File: config.mk
export PLATFORM = sky130hd
export DESIGN_NAME = vfpu_req_arb_flat
export DESIGN_NICKNAME = d
export VERILOG_FILES = /design/src/rtl/vfpu_req_arb_if.sv /design/src/rtl/vfpu_req_arb.sv /design/src/flat_wrapper.sv
export SDC_FILE = /design/constraint.sdc
export NUM_CORES = 1
export LEC_CHECK = 0
export BUFFER_PORTS_ARGS = -buffer_cell sky130_fd_sc_hd__buf_2
export CAP_MARGIN = 10
export CORE_AREA = 2 2 173 175
export CTS_BUF_LIST = sky130_fd_sc_hd__clkbuf_4 sky130_fd_sc_hd__clkbuf_8
export DETAILED_ROUTE_END_ITERATION = 6
export DIE_AREA = 0 0 175 177
export GPL_TIMING_DRIVEN = 0
export PLACE_DENSITY = 0.48
export SYNTH_ARGS = -nofsm -noshare
export SYNTH_HDL_FRONTEND = slang
export SYNTH_SLANG_ARGS = --single-unit
File: constraint.sdc
create_clock -name clk -period 2 [get_ports clk]
set_input_delay 0.4 -clock clk [delete_from_list [all_inputs] [get_ports clk]]
set_output_delay 0.4 -clock clk [all_outputs]
set_load 0.01 [all_outputs]
File: src/rtl/vfpu_req_arb_if.sv
// rtl/vfpu_req_arb_if.sv - requester, VFPU issue/result and response bundle for the VFPU request arbiter
interface vfpu_req_arb_if #(
    parameter int NREQ = 4,
    parameter int DW   = 32
);
    logic [NREQ-1:0]   req_valid;
    logic [NREQ-1:0]   req_ready;
    logic [NREQ*4-1:0] req_op;
    logic [NREQ*DW-1:0] req_a;
    logic [NREQ*DW-1:0] req_b;

    logic              fpu_valid;
    logic              fpu_ready;
    logic [3:0]        fpu_op;
    logic [DW-1:0]     fpu_a;
    logic [DW-1:0]     fpu_b;
    logic [1:0]        fpu_tag;

    logic              res_valid;
    logic [1:0]        res_tag;
    logic [DW-1:0]     res_data;
    logic [4:0]        res_flags;

    logic [NREQ-1:0]   rsp_valid;
    logic [DW-1:0]     rsp_data;
    logic [4:0]        rsp_flags;
    logic [NREQ-1:0]   busy;
    logic              timeout_err;

    // arbiter side
    modport master (
        input  req_valid, req_op, req_a, req_b, fpu_ready,
               res_valid, res_tag, res_data, res_flags,
        output req_ready, fpu_valid, fpu_op, fpu_a, fpu_b, fpu_tag,
               rsp_valid, rsp_data, rsp_flags, busy, timeout_err
    );

    // requesters + VFPU side
    modport slave (
        output req_valid, req_op, req_a, req_b, fpu_ready,
               res_valid, res_tag, res_data, res_flags,
        input  req_ready, fpu_valid, fpu_op, fpu_a, fpu_b, fpu_tag,
               rsp_valid, rsp_data, rsp_flags, busy, timeout_err
    );
endinterface

File: src/rtl/vfpu_req_arb.sv
// rtl/vfpu_req_arb.sv - round-robin arbiter for one VFPU issue port, optional busy timeout via VFPU_ARB_TIMEOUT_EN
module vfpu_req_arb #(
    parameter int NREQ   = 4,
    parameter int DW     = 32,
    parameter int TO_CYC = 255
) (
    input  logic           clk,
    input  logic           rst,
    vfpu_req_arb_if.master bus
);
    typedef enum logic [0:0] {IDLE, ISSUE} state_t;

    state_t            state;
    state_t            state_n;
    logic [1:0]        rr_ptr;
    logic [NREQ-1:0]   busy_q;
    logic [NREQ-1:0]   busy_n;
    logic [NREQ-1:0]   eligible;
    logic              grant_hit;
    logic [1:0]        grant_idx;
    logic [1:0]        idx;
    logic              load;
    logic              issue_done;
    logic              res_hit;
    logic [NREQ-1:0]   to_fire;

    logic [NREQ-1:0]   req_ready_q;
    logic              fpu_valid_q;
    logic [3:0]        fpu_op_q;
    logic [DW-1:0]     fpu_a_q;
    logic [DW-1:0]     fpu_b_q;
    logic [1:0]        fpu_tag_q;
    logic [NREQ-1:0]   rsp_valid_q;
    logic [DW-1:0]     rsp_data_q;
    logic [4:0]        rsp_flags_q;
    logic              timeout_err_q;

    assign bus.req_ready   = req_ready_q;
    assign bus.fpu_valid   = fpu_valid_q;
    assign bus.fpu_op      = fpu_op_q;
    assign bus.fpu_a       = fpu_a_q;
    assign bus.fpu_b       = fpu_b_q;
    assign bus.fpu_tag     = fpu_tag_q;
    assign bus.rsp_valid   = rsp_valid_q;
    assign bus.rsp_data    = rsp_data_q;
    assign bus.rsp_flags   = rsp_flags_q;
    assign bus.busy        = busy_q;
    assign bus.timeout_err = timeout_err_q;

    // A result only counts if its requester really has an operation outstanding
    assign res_hit = bus.res_valid && busy_q[bus.res_tag];

    // FSM state register
    always_ff @(posedge clk) begin
        if (rst) begin
            state <= IDLE;
        end else begin
            state <= state_n;
        end
    end

    // Next state, round-robin grant search starting one past the last issued tag
    always_comb begin
        state_n    = state;
        eligible   = bus.req_valid & ~busy_q;
        grant_hit  = 1'b0;
        grant_idx  = 2'd0;
        idx        = 2'd0;
        load       = 1'b0;
        issue_done = 1'b0;
        case (state)
            IDLE: begin
                for (int k = 1; k <= NREQ; k++) begin
                    idx = rr_ptr + 2'(k);
                    if (!grant_hit && eligible[idx]) begin
                        grant_hit = 1'b1;
                        grant_idx = idx;
                    end
                end
                if (grant_hit) begin
                    load    = 1'b1;
                    state_n = ISSUE;
                end
            end
            ISSUE: begin
                if (fpu_valid_q && bus.fpu_ready) begin
                    issue_done = 1'b1;
                    state_n    = IDLE;
                end
            end
            default: state_n = IDLE;
        endcase
    end

    // Outstanding map: results and timeouts clear, issue completion sets
    always_comb begin
        busy_n = busy_q;
        if (res_hit) begin
            busy_n[bus.res_tag] = 1'b0;
        end
        busy_n = busy_n & ~to_fire;
        if (issue_done) begin
            busy_n[fpu_tag_q] = 1'b1;
        end
    end

    // Issue register, accept pulses, response capture and outstanding map
    always_ff @(posedge clk) begin
        if (rst) begin
            rr_ptr      <= 2'(NREQ - 1);
            busy_q      <= '0;
            req_ready_q <= '0;
            fpu_valid_q <= 1'b0;
            fpu_op_q    <= '0;
            fpu_a_q     <= '0;
            fpu_b_q     <= '0;
            fpu_tag_q   <= '0;
            rsp_valid_q <= '0;
            rsp_data_q  <= '0;
            rsp_flags_q <= '0;
        end else begin
            req_ready_q <= '0;
            rsp_valid_q <= '0;
            busy_q      <= busy_n;
            if (load) begin
                req_ready_q[grant_idx] <= 1'b1;
                fpu_valid_q            <= 1'b1;
                fpu_op_q               <= bus.req_op[int'(grant_idx)*4 +: 4];
                fpu_a_q                <= bus.req_a[int'(grant_idx)*DW +: DW];
                fpu_b_q                <= bus.req_b[int'(grant_idx)*DW +: DW];
                fpu_tag_q              <= grant_idx;
            end
            if (issue_done) begin
                fpu_valid_q <= 1'b0;
                rr_ptr      <= fpu_tag_q;
            end
            if (res_hit) begin
                rsp_valid_q[bus.res_tag] <= 1'b1;
                rsp_data_q               <= bus.res_data;
                rsp_flags_q              <= bus.res_flags;
            end
        end
    end

`ifdef VFPU_ARB_TIMEOUT_EN
    localparam logic [7:0] TO_LIM = 8'(TO_CYC);

    logic [7:0] to_cnt [NREQ];

    // A requester times out when its busy age reaches the limit, unless its result lands that same cycle
    always_comb begin
        to_fire = '0;
        for (int i = 0; i < NREQ; i++) begin
            if (busy_q[i] && !(res_hit && bus.res_tag == 2'(i)) &&
                (to_cnt[i] + 8'd1 == TO_LIM)) begin
                to_fire[i] = 1'b1;
            end
        end
    end

    // Per-requester age counters and sticky timeout flag
    always_ff @(posedge clk) begin
        if (rst) begin
            for (int i = 0; i < NREQ; i++) begin
                to_cnt[i] <= '0;
            end
            timeout_err_q <= 1'b0;
        end else begin
            for (int i = 0; i < NREQ; i++) begin
                if (issue_done && fpu_tag_q == 2'(i)) begin
                    to_cnt[i] <= '0;
                end else if (busy_q[i]) begin
                    to_cnt[i] <= to_cnt[i] + 8'd1;
                end
            end
            if (|to_fire) begin
                timeout_err_q <= 1'b1;
            end
        end
    end
`else
    logic to_unused;
    assign to_unused     = (TO_CYC > 0);
    assign to_fire       = '0;
    assign timeout_err_q = 1'b0;
`endif

endmodule

File: src/flat_wrapper.sv
// flat-port wrapper written by rule: the top's interface ports become plain ports
module vfpu_req_arb_flat 
#(
    parameter int NREQ   = 4,
    parameter int DW     = 32,
    parameter int TO_CYC = 255
)
  (clk, rst, bus_req_valid, bus_req_op, bus_req_a, bus_req_b, bus_fpu_ready, bus_res_valid, bus_res_tag, bus_res_data, bus_res_flags, bus_req_ready, bus_fpu_valid, bus_fpu_op, bus_fpu_a, bus_fpu_b, bus_fpu_tag, bus_rsp_valid, bus_rsp_data, bus_rsp_flags, bus_busy, bus_timeout_err);
  vfpu_req_arb_if #(.NREQ(NREQ), .DW(DW)) bus_i ();
  input  logic clk;
  input  logic rst;
  input wire logic [$bits(bus_i.req_valid)-1:0] bus_req_valid;
  input wire logic [$bits(bus_i.req_op)-1:0] bus_req_op;
  input wire logic [$bits(bus_i.req_a)-1:0] bus_req_a;
  input wire logic [$bits(bus_i.req_b)-1:0] bus_req_b;
  input wire logic [$bits(bus_i.fpu_ready)-1:0] bus_fpu_ready;
  input wire logic [$bits(bus_i.res_valid)-1:0] bus_res_valid;
  input wire logic [$bits(bus_i.res_tag)-1:0] bus_res_tag;
  input wire logic [$bits(bus_i.res_data)-1:0] bus_res_data;
  input wire logic [$bits(bus_i.res_flags)-1:0] bus_res_flags;
  output wire logic [$bits(bus_i.req_ready)-1:0] bus_req_ready;
  output wire logic [$bits(bus_i.fpu_valid)-1:0] bus_fpu_valid;
  output wire logic [$bits(bus_i.fpu_op)-1:0] bus_fpu_op;
  output wire logic [$bits(bus_i.fpu_a)-1:0] bus_fpu_a;
  output wire logic [$bits(bus_i.fpu_b)-1:0] bus_fpu_b;
  output wire logic [$bits(bus_i.fpu_tag)-1:0] bus_fpu_tag;
  output wire logic [$bits(bus_i.rsp_valid)-1:0] bus_rsp_valid;
  output wire logic [$bits(bus_i.rsp_data)-1:0] bus_rsp_data;
  output wire logic [$bits(bus_i.rsp_flags)-1:0] bus_rsp_flags;
  output wire logic [$bits(bus_i.busy)-1:0] bus_busy;
  output wire logic [$bits(bus_i.timeout_err)-1:0] bus_timeout_err;
  assign bus_i.req_valid = bus_req_valid;
  assign bus_i.req_op = bus_req_op;
  assign bus_i.req_a = bus_req_a;
  assign bus_i.req_b = bus_req_b;
  assign bus_i.fpu_ready = bus_fpu_ready;
  assign bus_i.res_valid = bus_res_valid;
  assign bus_i.res_tag = bus_res_tag;
  assign bus_i.res_data = bus_res_data;
  assign bus_i.res_flags = bus_res_flags;
  assign bus_req_ready = bus_i.req_ready;
  assign bus_fpu_valid = bus_i.fpu_valid;
  assign bus_fpu_op = bus_i.fpu_op;
  assign bus_fpu_a = bus_i.fpu_a;
  assign bus_fpu_b = bus_i.fpu_b;
  assign bus_fpu_tag = bus_i.fpu_tag;
  assign bus_rsp_valid = bus_i.rsp_valid;
  assign bus_rsp_data = bus_i.rsp_data;
  assign bus_rsp_flags = bus_i.rsp_flags;
  assign bus_busy = bus_i.busy;
  assign bus_timeout_err = bus_i.timeout_err;
  vfpu_req_arb #(.NREQ(NREQ), .DW(DW), .TO_CYC(TO_CYC)) u_core (.clk(clk), .rst(rst), .bus(bus_i));
endmodule
After elaboration in Yosys (flattened, before gate mapping)
Index checks and enable logic that the tools add are counted.

cells by class
  multipliers = 0
  equality and inequality tests = 0
  reductions and logical operators = 14
  bitwise logic cells = 8
  add/subtract/negate cells = 3
  multiplexer cells = 37
  magnitude comparators = 10
  divide/modulo/power cells = 0
  shift operators = 3

operators with widths
  operator                                                     number
  indexed part select 128 x 8 -> 32 bit                        2
  less-than comparator 2 x 3 -> 1 bit (second input constant)  7
  2-to-1 mux 1 bit                                             21
  indexed part select 16 x 5 -> 4 bit                          1
  binary-select mux 1 bit (select 2 bit)                       5
  2-to-1 mux 2 bit                                             5
  bitwise AND 4 bit                                            2
  logical AND 1 bit                                            8
  2-to-1 mux 4 bit                                             2
  NOT 4 bit                                                    2
  demux 1 bit (select 2 bit)                                   3
  >= comparator 2 x 1 -> 1 bit (second input constant)         3
  OR reduction 2 bit                                           3
  adder 2 bit (second input constant)                          2
  bitwise OR 4 bit                                             1
  logical NOT 1 bit                                            3
  NOT 1 bit                                                    3
  adder 2 x 1 -> 2 bit (second input constant)                 1
  one-hot mux 1 bit (2 select lines)                           1

storage, ports and cells
  memories kept = 0
  output and inout port bits = 121
  bits of input ports = 319
  memory bits (writable) = 0
  latch bits = 0
  bits in registers = 123
  logic and storage cells = 87
  memory bits (read-only) = 0

Depth between registers and ports, before layout
Gate-level depths: netlist of run 1.

  word-level depth = 22
  depth in mapped cells = 9
  mapped depth without buffers = 6

Least setup slack after synthesis of run 1
OpenSTA, ideal clock, no wires.

  path type = in2reg
  from = input port bus_res_tag[0]
  to = register u_core.rsp_data_q[18], in the netlist u_core.bus.rsp_data[18]
  path buffers = 2
  required time = 1.872 ns
  slack = 0.057 ns
  library setup time = 0.128 ns
  arrival = 1.815 ns
  stages = 6
  path through = clkbuf_1 > mux4_2 > nand2_1 > buf_2 > mux2i_1 > nor2_1

on the way
  cells in the longest elaborated chain, start to end = 3

RTL lines
  element                                 line                 text
  from (decl)                             flat_wrapper.sv:18   input wire logic [$bits(bus_i.res_tag)-1:0] bus_res_tag;
  binary-select mux 1 bit (select 2 bit)  vfpu_req_arb.sv:51   assign res_hit = bus.res_valid && busy_q[bus.res_tag];
  2-to-1 mux 1 bit (implied by the code)  vfpu_req_arb.sv:51
  logical AND 1 bit                       vfpu_req_arb.sv:51
  to (signal assigned)                    vfpu_req_arb.sv:139  rsp_data_q <= bus.res_data;
  to (decl)                               vfpu_req_arb.sv:34   logic [DW-1:0] rsp_data_q;

Every way passes these cells. The select of a mux whose other input is x is not followed.
A chain may end at the register's enable or synchronous reset.

Final worst setup path of run 1
  from = register u_core.busy_q[1], in the netlist u_core.bus.busy[1]
  to = register u_core.fpu_a_q[24], in the netlist u_core.bus.fpu_a[24]

on the way
  cells in the longest elaborated chain, start to end = 20
  elaborated cells on any way between the ends = 32
  classes of those cells = shift: 1; mux: 23; bitwise: 2; reduce/logical: 6

RTL lines
  element                                                                                          line                 text
  from (decl)                                                                                      vfpu_req_arb.sv:16   logic [NREQ-1:0] busy_q;
  from (signal assigned)                                                                           vfpu_req_arb.sv:124  busy_q <= busy_n;
  NOT 4 bit *                                                                                      vfpu_req_arb.sv:65   eligible = bus.req_valid & ~busy_q;
  bitwise AND 4 bit *                                                                              vfpu_req_arb.sv:65
  parallel branches: the longest is 18 deep, another holds binary-select mux 1 bit (select 2 bit)  n/a
  to (signal assigned)                                                                             vfpu_req_arb.sv:129  fpu_a_q <= bus.req_a[int'(grant_idx)*DW +: DW];
  to (decl)                                                                                        vfpu_req_arb.sv:30   logic [DW-1:0] fpu_a_q;

Every way passes the cells marked *. The select of a mux whose other input is x is not followed.

==> insert_results.sql, run 1 <==
INSERT INTO impl_metrics (metric_group, metric, value, unit) VALUES
('status', 'status', 'finished clean', ''),
('sta', 'worst_slew_margin_rel', '53.79', '%'),
('layout', 'area.growth.synth_to_final', '57.61', '%'),
('sta', 'grt_setup_unrepaired', 'yes', ''),
('power', 'leakagePower', '0.005509', 'uW'),
('logic_synthesis', 'synth-seq-cells', '123', ''),
('layout', 'design.final.nets', '1386', ''),
('setup_path', 'critical_path_peak_fanout', '10', ''),
('routing', 'routed-via-count', '6589', ''),
('logic_synthesis', 'synth.yosys.seq_area_share', '37.56', '%'),
('routing', 'drt-vias-per-instance', '4.476', ''),
('die', 'placeableCoreArea', '0.02924', 'sq mm'),
('place', 'dp_slack', '-852.9', 'ps'),
('sta', 'max_freq', '507.3', 'MHz'),
('layout', 'sequential_standard_cell_area', '0.002476', 'sq mm'),
('die', 'die_h', '177', 'um'),
('global_routing', 'global_route.overflow_total', '0', ''),
('setup_path', 'crit_path_start_kind', 'register', ''),
('setup_path', 'endpoint_kind', 'register', ''),
('die', 'die-area', '0.03098', 'sq mm'),
('logic_synthesis', 'synth.yosys.warnings', '0', ''),
('die', 'initial_core_util', '22.41', '%'),
('sta', 'tightest_slew', '693.1', 'ps'),
('global_routing', 'grt_first_pass_wirelength', '39130', 'um'),
('logic_synthesis', 'post_synth_main_area_contributors', 'sky130_fd_sc_hd__dfxtp_1 38%, sky130_fd_sc_hd__mux2i_1 26%, sky130_fd_sc_hd__a221oi_2 12%', ''),
('routing', 'drt_first_iter_violations', '243', ''),
('layout', 'area_of_the_multi_input_gates', '0.004151', 'sq mm'),
('power', 'worst_ir_drop_vdd', '329.4', 'uV'),
('sta', 'final.setup.worst_slack', '28.73', 'ps'),
('setup_path', 'cp_data_required_time', '2310', 'ps'),
('layout', 'drive_above_1_share', '58.52', '%'),
('clock_network', 'clk-insertion-delay-late', '450', 'ps'),
('routing', 'totalWireLength', '27070', 'um'),
('logic_synthesis', 'synthCells', '601', ''),
('clock_network', 'cts-hold-fix-buffers', '0', ''),
('routing', 'ant_nets', '0', ''),
('clock_network', 'clk_pin_slew', '100', 'ps'),
('clock_network', 'clockBufferDepth', '2', ''),
('logic_synthesis', 'netlist.area_leader.share', '37.56', '%'),
('clock_network', 'cts_sinks', '123', ''),
('routing', 'detail_route.drc_violations', '0', ''),
('clock_network', 'cts_buffers', '17', ''),
('global_routing', 'global_route.usage.total', '16.63', '%'),
('sta', 'timing_hold_violations_final', '0', ''),
('logic_synthesis', 'area_leader_netlist', 'sky130_fd_sc_hd__dfxtp_1', ''),
('logic_synthesis', 'synth_area_per_cell', '10.91', 'sq um'),
('sta', 'final_count_of_negative_setup_slack_endpoints', '0', ''),
('run', 'drv_cap', '0', ''),
('logic_synthesis', 'syn-num-nets', '920', ''),
('place', 'dp_hpwl', '20720', 'um'),
('global_routing', 'antenna_found_initial', '2', ''),
('logic_synthesis', 'ys_types', '41', ''),
('setup_path', 'criticalPathCategory', 'reg -> reg', ''),
('layout', 'finish.utilization', '35.33', '%'),
('power', 'power_density', '711.9', 'mW/mm^2'),
('global_routing', 'via_count_of_the_first_global_routing_pass', '6657', ''),
('sta', 'slew_viol_final', '0', ''),
('layout', 'final.fill_count', '3067', ''),
('die', 'ioPinCount', '440', ''),
('clock_network', 'ctsRootBufferMaster', 'sky130_fd_sc_hd__clkbuf_8', ''),
('sta', 'finClkSkew', '24.31', 'ps'),
('clock_network', 'clock_tree_from_tritoncts', 'yes', ''),
('min_path', 'min_delay_path_class', 'in -> reg', ''),
('global_routing', 'grt_max_degree', '17', ''),
('clock_network', 'htreeDepth', '4', ''),
('place', 'gp_congestion', '0.7290', ''),
('sta', 'min_period', '1971', 'ps'),
('place', 'io_buffers', '435', ''),
('sta', 'layout_worst_path_cycle_share', '98.56', '%'),
('logic_synthesis', 'mappedNetlistArea', '0.006555', 'sq mm'),
('routing', 'post_drt_wl_per_cell', '18.39', 'um'),
('die', 'floorplan.rows', '63', ''),
('die', 'die_width', '175', 'um'),
('routing', 'dr.pass1.iters', '6', ''),
('sta', 'setup-tns-final', '0', 'ps'),
('setup_path', 'worst_ep_arrival_time', '2280', 'ps');
flip-flops by register name, indices dropped and copies added (netlist names), 2 cells and up:
register / flops
u_core.bus.rsp_valid: 4
u_core.bus.fpu_op: 4
u_core.bus.busy: 4
u_core.bus.fpu_a: 32
u_core.bus.fpu_tag: 2
u_core.bus.rsp_flags: 5
u_core.rr_ptr: 2
u_core.bus.fpu_b: 32
u_core.bus.rsp_data: 32
u_core.bus.req_ready: 4
layer usage:
metal / routed length, um / global-route usage (%)
met1: 10860 / 19.21
met3: 2189 / 5.219
met4: 369 / 4.201
met5: 18 / 0
met2: 13640 / 29.76
placed cells by master, fill, tap and decap left out, types with 16 or more instances in the layout:
cell type and instances:
sky130_fd_sc_hd__mux2i_2 16, sky130_fd_sc_hd__mux2i_4 20, sky130_fd_sc_hd__buf_2 447, sky130_fd_sc_hd__dfxtp_1 118, sky130_fd_sc_hd__buf_4 17, sky130_fd_sc_hd__clkbuf_1 16, sky130_fd_sc_hd__a221oi_2 57, sky130_fd_sc_hd__mux2i_1 137
sky130_fd_sc_hd__nor2_1 51, sky130_fd_sc_hd__o21bai_1 61, sky130_fd_sc_hd__clkbuf_8 17
cell usage after synthesis:
library cell	n
sky130_fd_sc_hd__mux2i_1	173
sky130_fd_sc_hd__dfxtp_1	123
sky130_fd_sc_hd__o21bai_1	62
sky130_fd_sc_hd__a221oi_2	52
sky130_fd_sc_hd__nor2_1	51
sky130_fd_sc_hd__clkbuf_1	28
sky130_fd_sc_hd__buf_2	10
sky130_fd_sc_hd__nand2_1	10
sky130_fd_sc_hd__a221oi_1	9
sky130_fd_sc_hd__nand3b_1	9
sky130_fd_sc_hd__buf_6	7
sky130_fd_sc_hd__o221ai_1	7
sky130_fd_sc_hd__a21oi_1	6
sky130_fd_sc_hd__buf_4	6
sky130_fd_sc_hd__nor3_1	6
sky130_fd_sc_hd__nand2b_1	5
sky130_fd_sc_hd__buf_1	4
sky130_fd_sc_hd__and3_1	3
sky130_fd_sc_hd__a31oi_1	2
sky130_fd_sc_hd__buf_12	2
sky130_fd_sc_hd__inv_1	2
sky130_fd_sc_hd__nand3_1	2
sky130_fd_sc_hd__nor2b_1	2
sky130_fd_sc_hd__nor3b_1	2
sky130_fd_sc_hd__nor4b_1	2
sky130_fd_sc_hd__a211o_1	1
sky130_fd_sc_hd__a211oi_1	1
sky130_fd_sc_hd__a21o_1	1
sky130_fd_sc_hd__a21oi_2	1
sky130_fd_sc_hd__a21oi_4	1
sky130_fd_sc_hd__a22oi_1	1
sky130_fd_sc_hd__a311oi_1	1
sky130_fd_sc_hd__and2_1	1
sky130_fd_sc_hd__conb_1	1
sky130_fd_sc_hd__mux4_2	1
sky130_fd_sc_hd__nand2_8	1
sky130_fd_sc_hd__nand2b_4	1
sky130_fd_sc_hd__nand4_1	1
sky130_fd_sc_hd__nor4_1	1
sky130_fd_sc_hd__o21ai_1	1
sky130_fd_sc_hd__o311a_1	1
per-stage QoR:
| stage | cells | area, sq um | hold WS [ps] | power, uW |
|---|---|---|---|---|
| after CTS | 1469 | 10070 | 140.2 | 7386 |
| after floorplan | 601 | 6555 | 506.6 | 3846 |
| after global routing | 1470 | 10330 | 153.5 | 7759 |
| after detailed placement | 1426 | 9220 | 481.2 | 4653 |
| final | 1472 | 10330 | 172.1 | 7355 |
| after global placement | 1426 | 9220 | 468.7 | 4648 |
critical path, cell delays in order, from the launching register on:
cell	delay [ps]
sky130_fd_sc_hd__dfxtp_4	400
sky130_fd_sc_hd__nor2b_2	60
sky130_fd_sc_hd__nor2_1	330
sky130_fd_sc_hd__a21oi_4	150
sky130_fd_sc_hd__nand2_8	160
sky130_fd_sc_hd__buf_12	190
sky130_fd_sc_hd__buf_12	170
sky130_fd_sc_hd__mux2i_2	280
sky130_fd_sc_hd__a221oi_2	90
cell families (layout without fill, tap and decap cells):
group | count (synthesis) | in the layout | share of synthesized area [%]
other | 1 | 3 | 0.05721
AO/OA/AOI/OAI | 147 | 147 | 23.02
buffers and inverters | 59 | 538 | 5.211
AND/OR/NAND/NOR | 97 | 97 | 7.387
flip-flops | 123 | 123 | 37.56
multiplexers | 174 | 174 | 26.76
cell type report:
type	count	share of cell area (%)
well taps	390	4.723
multi-input cells	419	40.18
diodes	2	0.04844
clock buffers	18	2.337
flip-flops and latches	123	23.97
repair buffers	452	23.16
plain buffers	52	3.730
inverters	2	0.07267
clock inverters	14	1.780
where the power goes:
group / switching [uW] / internal (uW)
registers: 98.6 / 2620
clock network: 1210 / 1280
logic: 1090 / 1060
total: 2400 / 4960
repair_timing:
| action | CTS | global route |
|---|---|---|
| setup buffers | 12 | 1 |
| resized for setup | 72 | 43 |
| setup endpoints to repair | 72 | 76 |
| gates cloned | 2 | 2 |
| pin swaps | 4 | 19 |
path summary, 6_finish.rpt:
path,start,to,slack (ps),cells after the start
worst max-delay path,u_core.bus.busy[1],u_core.bus.fpu_a[24],30,8
worst min-delay path,bus_res_data[27],u_core.bus.rsp_data[27],170,3
worst max register to register,u_core.bus.busy[1],u_core.bus.fpu_a[24],30,8
worst min register to register,u_core.bus.rsp_data[14],u_core.bus.rsp_data[14],490,2
Note: power is estimated with default switching activity, not from simulation.
==> run 2: changes to the inputs <==
--- a/config.mk
+++ b/config.mk
@@ -7,12 +7,12 @@
 export LEC_CHECK = 0
 export BUFFER_PORTS_ARGS = -buffer_cell sky130_fd_sc_hd__buf_2
 export CAP_MARGIN = 10
-export CORE_AREA = 2 2 173 175
+export CORE_AREA = 2 2 171 173
 export CTS_BUF_LIST = sky130_fd_sc_hd__clkbuf_4 sky130_fd_sc_hd__clkbuf_8
 export DETAILED_ROUTE_END_ITERATION = 6
-export DIE_AREA = 0 0 175 177
+export DIE_AREA = 0 0 173 175
 export GPL_TIMING_DRIVEN = 0
-export PLACE_DENSITY = 0.48
+export PLACE_DENSITY = 0.47
 export SYNTH_ARGS = -nofsm -noshare
 export SYNTH_HDL_FRONTEND = slang
 export SYNTH_SLANG_ARGS = --single-unit
==> constraint.sdc (replaced) <==
create_clock -name clk -period 2.53 [get_ports clk]
set_input_delay 0.506 -clock clk [delete_from_list [all_inputs] [get_ports clk]]
set_output_delay 0.506 -clock clk [all_outputs]
set_load 0.01 [all_outputs]
==> run 2 against run 1 <==
  * Worst hold slack gained 110 ps
  * Clock skew shrank 5.4 ps
  * Utilization shrank 1.4 points
  * Maximum frequency shrank 16%
  * Design area shrank 6.8%
  * Cell count shrank 1.2%
  * Global-route usage grew 0.85 points
  * Clock power shrank 25%
  * Via count shrank 0.50%
  * Routed wire length grew 1.4%
  * Critical path depth is the same
  * Largest cell class unchanged
  * Largest power group unchanged
==> insert_results.sql, run 2 (same netlist as run 1, synthesis figures left out) <==
INSERT INTO impl_metrics (metric_group, metric, value, unit) VALUES
('clock_network', 'cts_sinks', '123', ''),
('global_routing', 'via_count_of_the_first_global_routing_pass', '6848', ''),
('power', 'leakagePower', '0.005415', 'uW'),
('setup_path', 'criticalPathCategory', 'reg -> reg', ''),
('die', 'placeableCoreArea', '0.02839', 'sq mm'),
('power', 'sequentialPowerShare', '39.4', '%'),
('routing', 'ant_nets', '0', ''),
('setup_path', 'timing.critical_path.cells', 'nand2b_1 > and2_1 > a21oi_4 > nand2_8 > buf_12 > buf_6 > mux2i_1 > a221oi_2', ''),
('setup_path', 'crit_path_top_delay_cell', 'sky130_fd_sc_hd__a21oi_4', ''),
('sta', 'final.hold.worst_slack', '281.6', 'ps'),
('run', 'drv_cap', '0', ''),
('setup_path', 'endpoint_kind', 'register', ''),
('power', 'p_sw', '1879', 'uW'),
('power', 'power.share.switching', '34.33', '%'),
('sta', 'final_count_of_negative_setup_slack_endpoints', '0', ''),
('min_path', 'min_delay_path_class', 'in -> reg', ''),
('setup_path', 'worst_ep_arrival_time', '2660', 'ps'),
('power', 'power_density', '568.3', 'mW/mm^2'),
('die', 'die-area', '0.03028', 'sq mm'),
('sta', 'worst_slew_margin_rel', '55.64', '%'),
('clock_network', 'clk-insertion-delay-late', '440', 'ps'),
('sta', 'min_period', '2349', 'ps'),
('layout', 'most_used_cells_in_the_layout_excluding_fill_and_tap_cells', '445 x sky130_fd_sc_hd__buf_2, 173 x sky130_fd_sc_hd__mux2i_1, 123 x sky130_fd_sc_hd__dfxtp_1', ''),
('routing', 'drt-vias-per-instance', '4.509', ''),
('global_routing', 'global_route.overflow_total', '0', ''),
('die', 'floorplan.rows', '62', ''),
('sta', 'slew_viol_final', '0', ''),
('sta', 'final.setup.worst_slack', '180.6', 'ps'),
('place', 'io_buffers', '435', ''),
('layout', 'area.growth.synth_to_final', '46.94', '%'),
('clock_network', 'cts_buffers', '17', ''),
('place', 'dp_slack', '-355.0', 'ps'),
('routing', 'drt_first_iter_violations', '237', ''),
('global_routing', 'grt_first_pass_wirelength', '40540', 'um'),
('clock_network', 'post_cts_repair_setup_buffers', '0', ''),
('clock_network', 'clockBufferDepth', '2', ''),
('power', 'share_comb_of_total_power', '26.9', '%'),
('setup_path', 'critical_path_buf_inv_count', '2', ''),
('setup_path', 'critical_path_peak_fanout', '10', ''),
('power', 'clock_power_share', '33.8', '%'),
('place', 'dp_hpwl', '21720', 'um'),
('clock_network', 'clk_pin_slew', '100', 'ps'),
('place', 'gp_congestion', '0.7835', ''),
('clock_network', 'clock_tree_from_tritoncts', 'yes', ''),
('global_routing', 'global_route.usage.total', '17.48', '%'),
('layout', 'design.final.nets', '1374', ''),
('setup_path', 'cp_data_required_time', '2840', 'ps'),
('sta', 'grt_setup_unrepaired', 'no', ''),
('sta', 'finClkSkew', '18.93', 'ps'),
('status', 'status', 'finished clean', ''),
('global_routing', 'grt_max_degree', '17', ''),
('layout', 'drive_above_1_share', '51.97', '%'),
('setup_path', 'crit_path_start_kind', 'register', ''),
('global_routing', 'antenna_found_initial', '3', ''),
('die', 'die_h', '175', 'um'),
('power', 'intPower', '3595', 'uW'),
('sta', 'layout_worst_path_cycle_share', '92.86', '%'),
('sta', 'timing_hold_violations_final', '0', ''),
('layout', 'final.fill_count', '3047', ''),
('routing', 'totalWireLength', '27440', 'um'),
('die', 'die_width', '173', 'um'),
('routing', 'routed-via-count', '6556', ''),
('sta', 'setup-tns-final', '0', 'ps'),
('power', 'worst_ir_drop_vdd', '302.3', 'uV'),
('setup_path', 'cpLargestDelayFamily', 'compound AO/OA/AOI/OAI gates', ''),
('routing', 'dr.pass1.iters', '4', ''),
('sta', 'tightest_slew', '665.4', 'ps'),
('clock_network', 'htreeDepth', '4', ''),
('die', 'initial_core_util', '23.09', '%'),
('die', 'ioPinCount', '440', ''),
('setup_path', 'critical-path-max-stage-delay', '450', 'ps'),
('clock_network', 'ctsRootBufferMaster', 'sky130_fd_sc_hd__clkbuf_8', ''),
('clock_network', 'cts-hold-fix-buffers', '0', ''),
('layout', 'layout.cells.most_common', 'sky130_fd_sc_hd__buf_2', ''),
('sta', 'max_freq', '425.6', 'MHz'),
('clock_network', 'cts.repair.resized', '2', ''),
('routing', 'detail_route.drc_violations', '0', ''),
('routing', 'post_drt_wl_per_cell', '18.87', 'um');
-- run 2: cell types whose count changed in the layout (fill, tap and decap cells not counted), moves of 10 or more --
cell,delta
sky130_fd_sc_hd__clkbuf_1,+10
sky130_fd_sc_hd__mux2i_4,-20
sky130_fd_sc_hd__mux2i_2,-16
sky130_fd_sc_hd__buf_4,-11
sky130_fd_sc_hd__mux2i_1,+36
-- run 2: worst paths after layout --
kind	start	to	slack, ps	cells past startpoint
hold / removal	bus_res_data[23]	u_core.bus.rsp_data[23]	280	3
setup reg to reg	u_core.bus.busy[3]	u_core.bus.fpu_b[0]	180	8
setup / recovery	u_core.bus.busy[3]	u_core.bus.fpu_b[0]	180	8
hold reg to reg	u_core.bus.rsp_flags[4]	u_core.bus.rsp_flags[4]	500	2
-- run 2: layout make-up --
cell class	instances	area (sq um)	share of cell area, %
antenna	2	5.005	0.05196
buffer	57	341.6	3.546
clock buffer	18	247.7	2.572
clock inverter	14	151.4	1.572
inverter	2	7.507	0.07794
multi-input combinational	419	3759	39.02
sequential	123	2462	25.57
tap	384	480.5	4.988
timing repair buffer	435	2177	22.60
-- run 2: power groups by stage --
| stage | sequential (uW) | clock, uW | combinational [uW] |
|---|---|---|---|
| after global placement | 2190 | 0 | 1500 |
| after floorplan | 2260 | 0 | 784 |
| after global routing | 2170 | 2000 | 1590 |
| after CTS | 2160 | 1920 | 1500 |
| after detailed placement | 2200 | 0 | 1490 |
| final | 2160 | 1850 | 1470 |
-- run 2: through the flow --
step	util [%]	cells	instance area [sq um]	power, uW
after floorplan	-	601	6555	3040
after global placement	32.45	1420	9213	3689
after detailed placement	32.45	1420	9213	3694
after CTS	33.88	1452	9620	5573
after global routing	33.92	1453	9629	5765
final	33.92	1454	9632	5474
-- run 2: tightest hold or removal path: cells and delay by family --
kind	cells	cell delay, ps
multiplexers	1	50
buffers and inverters	1	70
AND/OR/NAND/NOR	1	70
-- run 2: routing by layer --
metal / track usage (%) / wire [um] / vias to the layer above / share of wire [%]
li1: - / - / 3197 / -
met1: 20.13 / 11260 / 3066 / 41
met2: 31.37 / 13870 / 278 / 51
met3: 5.483 / 2090 / 13 / 7.6
met4: 4.343 / 211 / 2 / 0.77
met5: 0 / 7 / - / 0.026
